<file path="src/rtl/ehl_ahb_arbiter_pkg.sv">
// Shared AHB encodings for the matrix output stage, plus a helper that gives
// the number of SEQ beats a defined-length burst still has after its NONSEQ.
package ehl_ahb_arbiter_pkg;

  localparam logic [1:0] HTRANS_IDLE   = 2'b00;
  localparam logic [1:0] HTRANS_BUSY   = 2'b01;
  localparam logic [1:0] HTRANS_NONSEQ = 2'b10;
  localparam logic [1:0] HTRANS_SEQ    = 2'b11;

  localparam logic [2:0] HBURST_SINGLE = 3'd0;
  localparam logic [2:0] HBURST_INCR   = 3'd1;
  localparam logic [2:0] HBURST_WRAP4  = 3'd2;
  localparam logic [2:0] HBURST_INCR4  = 3'd3;
  localparam logic [2:0] HBURST_WRAP8  = 3'd4;
  localparam logic [2:0] HBURST_INCR8  = 3'd5;
  localparam logic [2:0] HBURST_WRAP16 = 3'd6;
  localparam logic [2:0] HBURST_INCR16 = 3'd7;

  // Zero means the burst does not take a fixed-length lock.
  function automatic logic [3:0] burst_remaining(input logic [2:0] hburst);
    case (hburst)
      HBURST_WRAP4,  HBURST_INCR4:  return 4'd3;
      HBURST_WRAP8,  HBURST_INCR8:  return 4'd7;
      HBURST_WRAP16, HBURST_INCR16: return 4'd15;
      HBURST_SINGLE, HBURST_INCR:   return 4'd0;
      default:                      return 4'd0;
    endcase
  endfunction

endpackage

</file>
<file path="src/rtl/ehl_rr_pick.sv">
// Combinational round-robin picker: first active request found scanning
// upward from start_i, wrapping at MNUM.
module ehl_rr_pick #(
  parameter int MNUM = 8
) (
  input  logic [MNUM-1:0] req_i,
  input  logic [3:0]      start_i,
  output logic [MNUM-1:0] pick_o,
  output logic [3:0]      idx_o,
  output logic            valid_o
);

  always_comb begin
    int pos;
    pos     = 0;
    pick_o  = '0;
    idx_o   = 4'd0;
    valid_o = 1'b0;
    for (int k = 0; k < MNUM; k++) begin
      pos = int'(start_i) + k;
      if (pos >= MNUM) pos = pos - MNUM;
      if (!valid_o && req_i[pos]) begin
        valid_o     = 1'b1;
        pick_o[pos] = 1'b1;
        idx_o       = 4'(pos);
      end
    end
  end

endmodule

</file>
<file path="src/rtl/ehl_ahb_arbiter.sv">
// Per-slave AHB master arbiter: round-robin address-phase grant with burst
// locking, plus data-phase owner tracking for response steering.
module ehl_ahb_arbiter
  import ehl_ahb_arbiter_pkg::*;
#(
  parameter int MNUM = 8
) (
  input  logic              hclk,
  input  logic              hreset,
  input  logic [MNUM*2-1:0] im_htrans,
  input  logic [MNUM*3-1:0] im_hburst,
  input  logic              is_hready,
  output logic [MNUM-1:0]   grant,
  output logic [3:0]        grant_idx,
  output logic              addr_valid,
  output logic [MNUM-1:0]   data_sel,
  output logic [3:0]        data_idx,
  output logic              data_valid,
  output logic              locked,
  output logic [MNUM-1:0]   wait_req
);

  typedef enum logic [1:0] {
    LK_UNLOCKED = 2'd0,
    LK_FIXED    = 2'd1,
    LK_INCR     = 2'd2
  } lock_e;

  localparam logic [3:0] LAST_IDX = 4'(MNUM - 1);

  lock_e           lock_q, lock_d;
  logic [3:0]      beat_q, beat_d;
  logic [MNUM-1:0] grant_q, grant_d;
  logic [3:0]      grant_idx_q, grant_idx_d;
  logic [MNUM-1:0] data_sel_q, data_sel_d;
  logic [3:0]      data_idx_q, data_idx_d;
  logic            data_valid_q, data_valid_d;

  logic [MNUM-1:0] req;
  logic [1:0]      own_trans;
  logic [2:0]      own_burst;
  logic [3:0]      rr_start;
  logic [MNUM-1:0] rr_pick;
  logic [3:0]      rr_idx;
  logic            rr_valid;

  always_comb begin
    req       = '0;
    own_trans = HTRANS_IDLE;
    own_burst = HBURST_SINGLE;
    for (int i = 0; i < MNUM; i++) begin
      req[i] = im_htrans[2*i+1];
      if (grant_q[i]) begin
        own_trans = im_htrans[2*i +: 2];
        own_burst = im_hburst[3*i +: 3];
      end
    end
  end

  // The current owner sits last in the scan order.
  assign rr_start = (grant_idx_q == LAST_IDX) ? 4'd0 : grant_idx_q + 4'd1;

  ehl_rr_pick #(.MNUM(MNUM)) u_rr_pick (
    .req_i   (req),
    .start_i (rr_start),
    .pick_o  (rr_pick),
    .idx_o   (rr_idx),
    .valid_o (rr_valid)
  );

  always_comb begin
    lock_d       = lock_q;
    beat_d       = beat_q;
    grant_d      = grant_q;
    grant_idx_d  = grant_idx_q;
    data_sel_d   = data_sel_q;
    data_idx_d   = data_idx_q;
    data_valid_d = data_valid_q;
    if (is_hready) begin
      // A NONSEQ from the owner always restarts lock evaluation, whatever the
      // current state, so an early-terminating burst re-locks in one edge.
      if (own_trans == HTRANS_NONSEQ) begin
        beat_d = burst_remaining(own_burst);
        if (own_burst == HBURST_INCR)
          lock_d = LK_INCR;
        else if (beat_d != 4'd0)
          lock_d = LK_FIXED;
        else
          lock_d = LK_UNLOCKED;
      end else begin
        case (lock_q)
          LK_FIXED: begin
            if (own_trans == HTRANS_SEQ) begin
              if (beat_q == 4'd1) begin
                lock_d = LK_UNLOCKED;
                beat_d = 4'd0;
              end else begin
                beat_d = beat_q - 4'd1;
              end
            end else if (own_trans == HTRANS_IDLE) begin
              lock_d = LK_UNLOCKED;
              beat_d = 4'd0;
            end
          end
          LK_INCR: begin
            if (own_trans == HTRANS_IDLE) lock_d = LK_UNLOCKED;
          end
          default: ;
        endcase
      end

      if (lock_d == LK_UNLOCKED && rr_valid) begin
        grant_d     = rr_pick;
        grant_idx_d = rr_idx;
      end

      data_valid_d = addr_valid;
      data_sel_d   = addr_valid ? grant_q : '0;
      data_idx_d   = addr_valid ? grant_idx_q : 4'd0;
    end
  end

  always_ff @(posedge hclk) begin
    if (hreset) begin
      lock_q       <= LK_UNLOCKED;
      beat_q       <= 4'd0;
      grant_q      <= MNUM'(1);
      grant_idx_q  <= 4'd0;
      data_sel_q   <= '0;
      data_idx_q   <= 4'd0;
      data_valid_q <= 1'b0;
    end else begin
      lock_q       <= lock_d;
      beat_q       <= beat_d;
      grant_q      <= grant_d;
      grant_idx_q  <= grant_idx_d;
      data_sel_q   <= data_sel_d;
      data_idx_q   <= data_idx_d;
      data_valid_q <= data_valid_d;
    end
  end

  assign grant      = grant_q;
  assign grant_idx  = grant_idx_q;
  assign addr_valid = own_trans[1];
  assign data_sel   = data_sel_q;
  assign data_idx   = data_idx_q;
  assign data_valid = data_valid_q;
  assign locked     = (lock_q != LK_UNLOCKED);
  assign wait_req   = req & ~grant_q;

endmodule
</file>
<file path="config.mk">
export PLATFORM = sky130hd
export DESIGN_NAME = ehl_ahb_arbiter
export DESIGN_NICKNAME = d
export VERILOG_FILES = /design/src/rtl/ehl_ahb_arbiter_pkg.sv /design/src/rtl/ehl_rr_pick.sv /design/src/rtl/ehl_ahb_arbiter.sv
export SDC_FILE = /design/constraint.sdc
export NUM_CORES = 1
export LEC_CHECK = 0
export BUFFER_PORTS_ARGS = -buffer_cell sky130_fd_sc_hd__buf_2
export CORE_AREA = 2 2 92 94
export CTS_BUF_LIST = sky130_fd_sc_hd__clkbuf_16
export DETAILED_ROUTE_END_ITERATION = 10
export DIE_AREA = 0 0 94 96
export PLACE_DENSITY = 0.76
export SETUP_SLACK_MARGIN = 0.05
export SYNTH_ARGS = -nofsm -noshare
export SYNTH_HDL_FRONTEND = slang
export SYNTH_HIERARCHICAL = 1
export SYNTH_SLANG_ARGS = --single-unit
</file>
<file path="constraint.sdc">
create_clock -name hclk -period 4.79 [get_ports hclk]
set_input_delay 0.958 -clock hclk [delete_from_list [all_inputs] [get_ports hclk]]
set_output_delay 0.958 -clock hclk [all_outputs]
set_load 0.05 [all_outputs]
</file>
-- Word-level counts from Yosys, hierarchy flattened
Memories as Yosys holds them, arrays and structs flattened.
Cells that the tools add are included.
- $add $sub $neg: 17
- $lt $le $gt $ge: 24
- equality and inequality tests: 7
- muxes and demuxes: 106
- bitwise gates (word level): 9
- reduce and logical (&&, ||, !) cells: 31
- operators by type and width (operator ; count):
    32-bit by 1-bit >= comparator with 1-bit output (second input constant) ; 8
    32-bit by 5-bit < comparator with 1-bit output (second input constant) ; 8
    32-bit two-way mux ; 8
    32-bit by 5-bit >= comparator with 1-bit output (second input constant) ; 7
    32-bit by 5-bit subtractor with 32-bit output (second input constant) ; 7
    8-bit two-way mux ; 9
    4-bit two-way mux ; 17
    8-bit OR ; 7
    1-bit two-way mux ; 33
    2-bit two-way mux ; 14
    1-bit binary-select mux with 3-bit select ; 8
    1-bit demux with 3-bit select ; 8
    3-bit two-way mux ; 8
    4-bit by 3-bit adder with 5-bit output (second input constant) ; 4
    1-bit logical AND ; 16
    4-bit by 2-bit adder with 5-bit output (second input constant) ; 2
    8-bit AND ; 1
    8-bit inverter ; 1
    1-bit logical NOT ; 7
    2-bit == test (second input constant) ; 3
    4-bit by 1-bit adder with 5-bit output (second input constant) ; 1
    4-bit by 4-bit subtractor with 5-bit output (second input constant) ; 1
    4-bit by 1-bit adder with 4-bit output (second input constant) ; 1
    4-bit by 1-bit == test with 1-bit output (second input constant) ; 1
    12 further kinds ; 14
- bits in registers: 31
- memory bits (read-only): 32
- bits of input ports: 43
- logic and storage cells: 202
- memories: 1
- memories (memory ; words ; bits a word ; rd ports ; clocked after memory_dff ; wr ports ; RTL line ; RTL):
    (name not given) ; 8 ; 4 ; 1 ; 0 ; 0 ; ehl_ahb_arbiter_pkg.sv:21 ; case (hburst)

-- Depth between registers and ports, before layout
Gate-level depths: netlist of the first run.
- depth in word-level cells: 31
- gate-level depth with buffers: 19
- depth with buffers taken out: 16

-- Modules after synthesis
The synthesis of the first run kept the hierarchy.
- by module, submodules not included (module ; times used ; cells an instance ; area each (µm²)):
    ehl_rr_pick ; 1 ; 290 ; 2175.8
    ehl_ahb_arbiter ; 1 ; 262 ; 2093.3

-- Worst setup path after synthesis of the first run
OpenSTA, ideal clock, no wires.
- kind: register -> register
- start point: register grant_idx_q[0] (netlist: grant_idx[0])
- end point: register grant_q[0] (netlist: grant[0])
- arrival: 4.683 ns
- required time: 4.718 ns
- path slack: 0.035 ns
- stages on the path, launching flop included: 19
- buffers on the path: 2
- path through: dfxtp_1 > ha_1 > xor2_1 > buf_2 > inv_1 > buf_1 > ha_1 > a21oi_1 > xnor2_1 > ha_1 > nor2_1 > a21oi_1 > or3_4 > or3_1 > o221ai_1 > o21ai_1 > a211oi_1 > nor2_1 > mux2i_1
- elaborated cells on any way between the ends: 137
- classes of those cells: add/sub: 16; order compare: 24; eq/ne: 1; mux: 65; bitwise: 7; reduce/logical: 24
- RTL lines (item ; RTL line ; RTL):
    start: declaration ; ehl_ahb_arbiter.sv:34 ; logic [3:0] grant_idx_q, grant_idx_d;
    start signal: assignment ; ehl_ahb_arbiter.sv:136 ; grant_idx_q <= grant_idx_d;
    4-bit by 1-bit adder with 4-bit output / 4-bit by 3-bit == test with 1-bit output (equally long branches) ; ehl_ahb_arbiter.sv:61 ; assign rr_start = (grant_idx_q == LAST_IDX) ? 4'd0 : grant_idx_q + 4'd1;
    4-bit two-way mux * ; ehl_ahb_arbiter.sv:61 ;
    net rr_start[2] ; ehl_ahb_arbiter.sv:42 ; logic [3:0] rr_start;
    parallel branches: the longest is 26 deep, another holds 32-bit by 5-bit subtractor with 32-bit output ; -- ;
    8-bit two-way mux * ; ehl_rr_pick.sv:22 ; if (!valid_o && req_i[pos]) begin
    net rr_pick[0] ; ehl_ahb_arbiter.sv:43 ; logic [MNUM-1:0] rr_pick;
    end signal: assignment ; ehl_ahb_arbiter.sv:135 ; grant_q <= grant_d;
    end: declaration ; ehl_ahb_arbiter.sv:33 ; logic [MNUM-1:0] grant_q, grant_d;
Mark *: on every way through the listed nets, which the timed path passes. The select of a mux whose other input is x is not followed.
A chain may end at the register's enable or synchronous reset.

-- Worst setup path after layout of the first run
Same ends and word-level chain as after synthesis.

==> results.yml, run 1 <==
final_layout:
  layout-drive-gt1-share_pct: 22.3
  final_cell_mix: "77 x buf_2, 75 x nand2_1, 41 x inv_1, 35 x nor2_1, 31 x dfxtp_1"
  final_common_cell: "buf_2"
  n_antenna_cell: 0
  final_nets: 681
  synthToLayoutAreaGrowth_pct: 12.6
floorplan:
  dieArea_mm2: 0.00902
  num_rows: 33
  die_x_um: 94
  start_util_pct: 53.0
  fp.dieH_um: 96
  ios: 78
  core_area_mm2: 0.00805
clocking:
  root_buffer: "clkbuf_16"
  cts_tree: "yes"
  hold_buffers: 0
  clock_path_buffers: 2
  cts.sinks: 31
  clk_pin_slew_ns: 0.05
  cts-buffers-inserted: 5
  cts_resized: 0
  cts_setup_buffers: 0
  h-tree-depth: 2
  clk_latency_ns: 0.27
critical_path:
  endpoint_kind: "flip-flop"
  required_ns: 5.00
  path_class: "reg -> reg"
  cp.arrival_ns: 4.52
  path_max_fanout: 16
  cp-start-kind: "flip-flop"
timing:
  timing.fmax_mhz: 232
  hold_viol_final: 0
  finalSetupViolCount: 0
  setup_tns_ns: 0
  hold_slack_ns: 0.462
  slew_violations: 0
  min_period_ns: 4.32
  finalCritPeriodShare_pct: 90.1
  tightest_slew_ns: 0.832
  max-slew-margin-rel_pct: 44.2
  rsz0062_at_grt: "false"
  finalClockSkew_ns: 0.00258
grt:
  overflow: 0
  grt_start_max_net_pins: 29
  antenna_found_initial: 0
  grt_pass1_wl_mm: 21.0
  grt_pass1_vias: 4245
  grt_usage_pct: 29.3
yosys:
  synth_top_area_share_pct: 14.5
  syn-cell-area_mm2: 0.00427
  syn-num-nets: 622
  yosys_warnings: 6
  ys_seq_area_share_pct: 14.5
  async_flop_share_pct: 0
  postSynthCellCount: 552
  yosys.area.top_type: "dfxtp_1"
  avgSynthCellArea_um2: 7.73
  ys_seq_elements: 31
  yosys_most_used_dff: "dfxtp_1"
  synth_edf_count: 0
  synth_area_leaders: "dfxtp_1 15%, ha_1 7.9%, mux2i_1 7.0%, nand2_1 6.6%, mux4_2 5.3%"
  synth_cell_type_count: 82
power:
  leakage_nw: 1.99
  vdd_drop_max_mv: 0.311
  power_density_mw_per_mm2: 795
place:
  dpl.hpwl_mm: 9.99
  place_congestion: 0.964
  io_buffer_count: 77
detailed_routing:
  drt_wl_total_mm: 13.3
  firstDrtPassIters: 5
  antenna_left: 0
  route.detailed.drc: 0
  route.detailed.wl_per_inst_um: 18.6
  via_per_inst: 6.42
  num_vias: 4588
  drtIter0Drc: 391
min_path:
  hold_path.class: "reg -> reg"
flow_run:
  max-cap-violations: 0
status:
  outcome: "finished, final reports clean"
## metrics by stage
stage                     area (um^2)  instances  worst slack (ns)  power, W  utilization (%)
after floorplan                  4280        552             0.235   0.00282                -
after global placement           4680        709             0.715   0.00342             58.1
after detailed placement         4680        709             0.646   0.00347             58.1
after CTS                        4810        715             0.610   0.00377             59.7
after global routing             4810        715             0.217   0.00410             59.7
final                            4810        715             0.474   0.00382             59.7
## synthesized netlist by cell type (5+ instances only)
library cell and instances:
nor2_1 35, a2111oi_0 7, dfxtp_1 31, mux4_2 10, a2bb2oi_1 9, buf_2 10
nand3b_1 5, a31oi_1 7, inv_1 40, a21o_1 8, nor3_1 11, mux2i_1 30
nand2_1 75, a211oi_1 18, a221oi_1 8, nand3_1 16, clkbuf_1 13, and2_1 5
nor2b_1 16, a21oi_1 30, a22oi_1 8, mux2_2 5, ha_1 27, o21ai_0 30
o211ai_1 7
## metal layers
layer	track usage, %	wire length [um]	vias up
met3	3.99	1270	32
met1	41.2	5860	2123
met4	10.0	363	0
li1	-	-	2154
met5	0	0	-
met2	46.1	5800	279
## state kept, by name (all words and copies together) (netlist names)
signal	flops
data_sel	8
grant	8
beat_q	4
data_idx	4
grant_idx	4
lock_q	2
data_valid	1
## cell type report
class / count / area [um^2]
multi-input cells: 447 / 3330
inverters: 41 / 154
clock inverters: 1 / 3.75
flip-flops and latches: 31 / 621
fillers: 767 / 3240
clock buffers: 5 / 125
well taps: 105 / 131
repair buffers: 85 / 445
## worst max-delay path, cell delays in order, from the launching register on
cell and delay [ns]:
dfxtp_1 0.43, ha_1 0.28, xor2_2 0.17, buf_4 0.29
ha_1 0.39, a21oi_1 0.15, xnor2_1 0.28, inv_1 0.07
ha_1 0.22, nand2_1 0.08, nor3_1 0.05, nor4bb_1 0.52
o21ai_1 0.26, a22oi_1 0.41, a21oi_1 0.14, a211oi_1 0.29
nor2_1 0.09, mux2i_1 0.13
## final timing paths
kind,slack [ns],cells past startpoint,start,to
setup / recovery,0.47,17,grant_idx[0]$_SDFFE_PP0P_,grant[0]$_SDFFE_PP1P_
hold / removal,0.46,2,data_idx[2]$_SDFFE_PP0P_,data_idx[2]$_SDFFE_PP0P_
setup reg to reg,0.47,17,grant_idx[0]$_SDFFE_PP0P_,grant[0]$_SDFFE_PP1P_
hold reg to reg,0.46,2,data_idx[2]$_SDFFE_PP0P_,data_idx[2]$_SDFFE_PP0P_
## power breakdown
part | switching [W] | total [W] | leakage, nW | internal, W
Sequential | 0.000142 | 0.000466 | 0.252 | 0.000324
Clock | 0.0000987 | 0.000282 | 0.0669 | 0.000183
Combinational | 0.00193 | 0.00308 | 1.67 | 0.00115
Total | 0.00217 | 0.00382 | 1.99 | 0.00166
## logic make-up after synthesis
family | after synthesis | share of synthesized area (%)
compound gates | 173 | 31.0
xor+xnor | 9 | 2.20
fa+ha+maj | 27 | 7.91
buf+inv | 74 | 7.85
flops | 31 | 14.5
mux | 47 | 14.5
simple gates | 191 | 22.0
(Power assumes the default switching activity.)
==> run 2: changes to the inputs <==
--- a/config.mk
+++ b/config.mk
@@ -5,12 +5,13 @@
 export SDC_FILE = /design/constraint.sdc
 export NUM_CORES = 1
 export LEC_CHECK = 0
+export ABC_AREA = 1
 export BUFFER_PORTS_ARGS = -buffer_cell sky130_fd_sc_hd__buf_2
-export CORE_AREA = 2 2 92 94
+export CORE_AREA = 2 2 90 92
 export CTS_BUF_LIST = sky130_fd_sc_hd__clkbuf_16
 export DETAILED_ROUTE_END_ITERATION = 10
-export DIE_AREA = 0 0 94 96
-export PLACE_DENSITY = 0.76
+export DIE_AREA = 0 0 92 94
+export PLACE_DENSITY = 0.77
 export SETUP_SLACK_MARGIN = 0.05
 export SYNTH_ARGS = -nofsm -noshare
 export SYNTH_HDL_FRONTEND = slang
==> run 2 against run 1 <==
  * Global-route usage rose by 2.1 points
  * Non-clock buffer count fell by 3
  * Maximum frequency rose by 8.2%
  * Combinational power rose by 4%
  * Total power rose by 3.2%
==> results.yml, run 2 <==
timing:
  timing.fmax_mhz: 251
  rsz0062_at_grt: "false"
  finalSetupViolCount: 0
  setup_tns_ns: 0
  max-slew-margin-rel_pct: 46.3
  slew_violations: 0
  finalClockSkew_ns: 0.00576
  finalCritPeriodShare_pct: 83.2
  hold_viol_final: 0
  tightest_slew_ns: 0.804
  min_period_ns: 3.99
  fin_ws_ns: 0.803
critical_path:
  crit_slowest_cell: "o21bai_1"
  crit_top_cell: "nand2_1"
  endpoint_kind: "flip-flop"
  cp.arrival_ns: 4.15
  path_max_fanout: 23
  worstPathCellList: "ha_1 -> a31oi_2 -> inv_2 -> ha_1 -> inv_1 -> nand3_1 -> nand2_1 -> o21bai_1 -> nand2b_1 -> nand3_2 -> nor2_4 -> nand2_1 -> nand2_1 -> nor2_1"
  path_class: "reg -> reg"
  r2r_cells: 14
  slowest_delay_ns: 0.65
  cp-start-kind: "flip-flop"
  required_ns: 4.95
clocking:
  cts_resized: 0
  cts_setup_buffers: 0
  cts.sinks: 31
  cts_tree: "yes"
  hold_buffers: 0
  clk_pin_slew_ns: 0.05
  clock_path_buffers: 2
  clk_latency_ns: 0.27
  h-tree-depth: 2
  cts-buffers-inserted: 5
  root_buffer: "clkbuf_16"
place:
  place_congestion: 1.02
  place_ws_ns: 0.876
  dpl.hpwl_mm: 10.5
  dpl.cell_count: 880
  io_buffer_count: 77
detailed_routing:
  drt_wl_total_mm: 13.4
  route.detailed.drc: 0
  antenna_left: 0
  num_vias: 5036
  firstDrtPassIters: 6
  via_per_inst: 5.67
  route.detailed.wl_per_inst_um: 15.1
  drtIter0Drc: 476
yosys:
  synth_area_leaders: "nand2_1 16%, dfxtp_1 15%, nor2_1 10%, nand3_1 9.3%, ha_1 8.1%"
  synth.top_cells.by_count: "180 x nand2_1, 111 x nor2_1, 77 x inv_1, 77 x nand3_1, 39 x a21oi_1"
  syn-num-nets: 795
  ys_seq_area_share_pct: 15.0
  async_flop_share_pct: 0
  synth_cell_type_count: 41
  synth_edf_count: 0
  ys_seq_elements: 31
  synth_top_area_share_pct: 16.3
  yosys_warnings: 6
  yosys.area.top_type: "nand2_1"
  syn-cell-area_mm2: 0.00415
  yosys_most_used_dff: "dfxtp_1"
  avgSynthCellArea_um2: 5.72
  postSynthCellCount: 725
  yosysMostFrequentCell: "nand2_1"
power:
  vdd_drop_max_mv: 0.307
  p_total_w: 0.00395
  p_clk_share_pct: 7.7
  leakage_nw: 2.36
  swShare_pct: 64.1
  power_frac_comb_pct: 81.2
  power_frac_seq_pct: 11.1
  power_density_mw_per_mm2: 846
  p_int_w: 0.00142
  p_switching_w: 0.00253
final_layout:
  final_cell_mix: "180 x nand2_1, 111 x nor2_1, 77 x inv_1, 77 x nand3_1, 77 x buf_2"
  final_cells: 888
  synthToLayoutAreaGrowth_pct: 12.5
  final.fill_count: 749
  fin_util_pct: 61.3
  n_antenna_cell: 0
  layout-drive-gt1-share_pct: 19.5
  final_common_cell: "nand2_1"
  final_nets: 855
flow_run:
  max-cap-violations: 0
floorplan:
  die_x_um: 92
  num_rows: 32
  fp.dieH_um: 94
  start_util_pct: 54.5
  ios: 78
  core_area_mm2: 0.00761
  dieArea_mm2: 0.00865
status:
  outcome: "finished, final reports clean"
grt:
  grt_pass1_vias: 4626
  antenna_found_initial: 0
  grt_pass1_wl_mm: 21.9
  grt_usage_pct: 31.4
  overflow: 0
  grt_start_max_net_pins: 29
min_path:
  min_path_cells: 2
  hold_path.class: "reg -> reg"
## run 2: cell count changes after synthesis, moves of 14 or more
cell	before	now
nor2_1	35	111
mux2i_1	30	0
nor2b_1	16	0
a211oi_1	18	1
nand2_2	0	18
nand3_2	0	14
nand2_1	75	180
nand4_1	3	22
inv_1	40	77
nand3_1	16	77
## run 2: power groups by stage
| stage | clock, W | sequential [W] | combinational (W) |
|---|---|---|---|
| 2_1_floorplan | 0 | 0.000544 | 0.00239 |
| 3_3_place_gp | 0 | 0.000436 | 0.00307 |
| 3_5_place_dp | 0 | 0.000442 | 0.00311 |
| 4_1_cts | 0.000305 | 0.000437 | 0.00313 |
| 5_1_grt | 0.000318 | 0.000450 | 0.00352 |
| 6_report | 0.000303 | 0.000439 | 0.00320 |
## run 2: final timing paths
check / from / end / slack, ns
worst min-delay path: data_sel[5]$_SDFFE_PP0P_ / data_sel[5]$_SDFFE_PP0P_ / 0.46
worst min register to register: data_sel[5]$_SDFFE_PP0P_ / data_sel[5]$_SDFFE_PP0P_ / 0.46
worst max-delay path: grant_idx[0]$_SDFFE_PP0P_ / grant_idx[2]$_SDFFE_PP0P_ / 0.80
worst max register to register: grant_idx[0]$_SDFFE_PP0P_ / grant_idx[2]$_SDFFE_PP0P_ / 0.80
## run 2: area by class of cell
cell class              count  area [um^2]  area share, %
clock inverters             3         20.0          0.429
well taps                 102          128           2.74
clock buffers               5          125           2.68
repair buffers             82          423           9.06
multi-input cells         578         3020           64.8
inverters                  87          328           7.03
flip-flops and latches     31          621           13.3
## run 2: critical path: cells and delay by family, from the launching register on
kind | cells | cell delay [ns]
flip-flops | 1 | 0.36
AO/OA/AOI/OAI | 2 | 0.88
AND/OR/NAND/NOR | 8 | 1.21
adder cells (fa/ha/maj) | 2 | 0.87
buffers and inverters | 2 | 0.55
## run 2: per-stage QoR
step,cell area [um^2],hold WS [ns]
floorplan,4150,0.475
global placement,4520,0.450
global route,4670,0.477
detailed placement,4520,0.453
CTS,4670,0.461
finish,4670,0.459
## run 2: logic make-up after synthesis
family / Yosys count / synth area share (%)
and+or+nand+nor: 460 / 52.1
buffers and inverters: 116 / 12.3
AOI/OAI and AO/OA: 87 / 11.6
DFF: 31 / 15.0
adders and majority gates: 27 / 8.14
xor gates and xnor gates: 4 / 0.845
## run 2: metal layers
| layer | global-route usage, % | vias up | wire length, um |
|---|---|---|---|
| met1 | 39.4 | 2260 | 5760 |
| met4 | 6.59 | 0 | 167 |
| li1 | - | 2477 | - |
| met2 | 55.3 | 274 | 6190 |
| met3 | 6.74 | 25 | 1300 |
| met5 | 0 | - | 0 |
==> run 3: changes to the inputs <==
==> constraint.sdc (replaced) <==
create_clock -name hclk -period 3.8 [get_ports hclk]
set_input_delay 0.76 -clock hclk [delete_from_list [all_inputs] [get_ports hclk]]
set_output_delay 0.76 -clock hclk [all_outputs]
set_load 0.05 [all_outputs]
==> run 3 against run 2 <==
  * Core utilization is 0.69 points higher
  * Via count is 2.2% higher
  * Non-clock buffer count is 6 higher
  * Register-to-register slack worse by 0.50 ns
  * Sequential share of layout area is 0.15 points lower
  * Total power is 31% higher
  * Worst hold slack better by 0.0050 ns
  * Critical path depth is 5 higher
  * Global-route usage is 2.0 points higher
  * Critical path type unchanged
  * Critical endpoint is now grant[6]$_SDFFE_PP0P_
==> results.yml, run 3 (synthesized netlist as in run 2, its figures left out) <==
status:
  outcome: "finished, final reports clean"
floorplan:
  die_x_um: 92
  core_area_mm2: 0.00761
  ios: 78
  fp.dieH_um: 94
  start_util_pct: 54.5
  num_rows: 32
  dieArea_mm2: 0.00865
clocking:
  hold_buffers: 0
  h-tree-depth: 2
  cts-buffers-inserted: 5
  clk_latency_ns: 0.27
  cts.sinks: 31
  clock_path_buffers: 2
  clk_pin_slew_ns: 0.05
  cts_tree: "yes"
  root_buffer: "clkbuf_16"
  cts_setup_buffers: 0
critical_path:
  crit_path_end: "grant[6]$_SDFFE_PP0P_"
  crit_slowest_cell: "dfxtp_1"
  required_ns: 4.01
  path_class: "reg -> reg"
  cp.depth: 19
  path_max_fanout: 14
  endpoint_kind: "flip-flop"
  reg2reg_slack_ns: 0.30
  cp-startpoint: "grant_idx[0]$_SDFFE_PP0P_"
  worstPathCellList: "ha_1 -> xor2_1 -> inv_2 -> ha_1 -> nand2_1 -> nand3_1 -> nand2_1 -> inv_1 -> ha_1 -> or2_2 -> a21oi_2 -> nand4_2 -> nor2_1 -> nor2_1 -> nand3_1 -> inv_1 -> nand2_1 -> nand2_1 -> nor2_1"
  critPathTopFamily: "simple AND/OR/NAND/NOR gates"
  cp.arrival_ns: 3.71
  slowest_delay_ns: 0.44
  r2r_start: "grant_idx[0]$_SDFFE_PP0P_"
  cp_num_buf_inv: 3
  r2r_cells: 19
  cp-start-kind: "flip-flop"
  worstReg2RegEnd: "grant[6]$_SDFFE_PP0P_"
  crit_top_cell: "nand2_1"
final_layout:
  final_common_cell: "nand2_1"
  synthToLayoutAreaGrowth_pct: 13.8
  n_antenna_cell: 0
  layout-drive-gt1-share_pct: 20.2
  final_cell_mix: "180 x nand2_1, 111 x nor2_1, 77 x inv_1, 77 x nand3_1, 77 x buf_2"
  final_nets: 861
  fin_util_pct: 62.0
detailed_routing:
  route.detailed.drc: 0
  antenna_left: 0
  via_per_inst: 5.76
  drt_wl_total_mm: 14.4
  num_vias: 5145
  drtIter0Drc: 490
  route.detailed.wl_per_inst_um: 16.1
  firstDrtPassIters: 6
timing:
  finalCritPeriodShare_pct: 92.0
  min_period_ns: 3.50
  finalClockSkew_ns: 0.00382
  hold_viol_final: 0
  finalSetupViolCount: 0
  setup_tns_ns: 0
  hold_slack_ns: 0.464
  rsz0062_at_grt: "false"
  tightest_slew_ns: 0.664
  slew_violations: 0
  max-slew-margin-rel_pct: 55.7
  timing.fmax_mhz: 286
grt:
  antenna_found_initial: 0
  overflow: 0
  grt_pass1_vias: 4812
  grt_pass1_wl_mm: 23.1
  grt_usage_pct: 33.4
  grt_start_max_net_pins: 24
place:
  io_buffer_count: 77
  dpl.hpwl_mm: 11.0
  place_congestion: 0.969
power:
  p_int_w: 0.00187
  leakage_nw: 2.40
  p_switching_w: 0.00331
  p_clk_share_pct: 7.3
  vdd_drop_max_mv: 0.876
  swShare_pct: 63.9
  power_frac_comb_pct: 82.1
  power_frac_seq_pct: 10.6
  power_density_mw_per_mm2: 1100
min_path:
  hold_path.class: "reg -> reg"
flow_run:
  max-cap-violations: 0
==> run 3: cell types whose count changed in the layout (fill, tap and decap cells not counted), sizes merged <==
cell | previous run | this run
inv | 85 | 86
buf | 82 | 88
clkinvlp | 2 | 1
==> run 3: worst reg2reg max path, cell delays in order, from the launching register on <==
cell and delay, ns:
dfxtp_1 0.44, ha_1 0.26, xor2_1 0.27, inv_2 0.22, ha_1 0.25, nand2_1 0.16, nand3_1 0.09, nand2_1 0.14
inv_1 0.08, ha_1 0.27, or2_2 0.29, a21oi_2 0.21, nand4_2 0.24, nor2_1 0.15, nor2_1 0.05, nand3_1 0.08
inv_1 0.04, nand2_1 0.06, nand2_1 0.06, nor2_1 0.09
==> run 3: what timing repair did <==
item / in CTS / in global routing
endpoints found under the hold margin: 0 / 0
endpoints found under the setup margin: 0 / 7
gates resized for setup: 0 / 4
==> run 3: worst min path at each step <==
stage / from / end / cells past startpoint
global route: data_sel[5]$_SDFFE_PP0P_ / data_sel[5]$_SDFFE_PP0P_ / 2
floorplan: beat_q[1]$_SDFFE_PP0P_ / beat_q[1]$_SDFFE_PP0P_ / 2
global placement: data_valid$_SDFFE_PP0P_ / data_valid$_SDFFE_PP0P_ / 2
detailed placement: data_sel[5]$_SDFFE_PP0P_ / data_sel[5]$_SDFFE_PP0P_ / 2
finish: data_sel[6]$_SDFFE_PP0P_ / data_sel[6]$_SDFFE_PP0P_ / 2
CTS: data_sel[5]$_SDFFE_PP0P_ / data_sel[5]$_SDFFE_PP0P_ / 2
==> run 3: cell type report <==
cell class	instances	area (um^2)
multi-input combinational	578	3030
fill	776	2890
sequential	31	621
timing repair buffer	88	468
inverter	87	328
tap	102	128
clock buffer	5	125
clock inverter	3	16.3
==> run 3: power by group through the flow <==
stage / Clock [W] / Combinational (W) / Sequential (W)
final: 0.000379 / 0.00425 / 0.000549
after global routing: 0.000398 / 0.00467 / 0.000559
after CTS: 0.000382 / 0.00412 / 0.000545
after detailed placement: 0 / 0.00409 / 0.000551
after global placement: 0 / 0.00405 / 0.000544
after floorplan: 0 / 0.00301 / 0.000686
==> run 3: layer usage <==
metal	share of wire, %	global-route usage, %
met1	42	41.9
met2	46	58.6
met3	7.7	4.41
met4	3.6	12.1
met5	0	0
==> run 3: per-stage QoR <==
| step | power [W] | setup slack, ns | std cells | instance area [um^2] |
|---|---|---|---|---|
| 2_1_floorplan | 0.00369 | 0.0862 | 725 | 4150 |
| 3_3_place_gp | 0.00459 | 0.360 | 886 | 4570 |
| 3_5_place_dp | 0.00464 | 0.312 | 886 | 4570 |
| 4_1_cts | 0.00504 | 0.278 | 894 | 4710 |
| 5_1_grt | 0.00563 | 0.0596 | 894 | 4720 |
| 6_report | 0.00518 | 0.303 | 894 | 4720 |
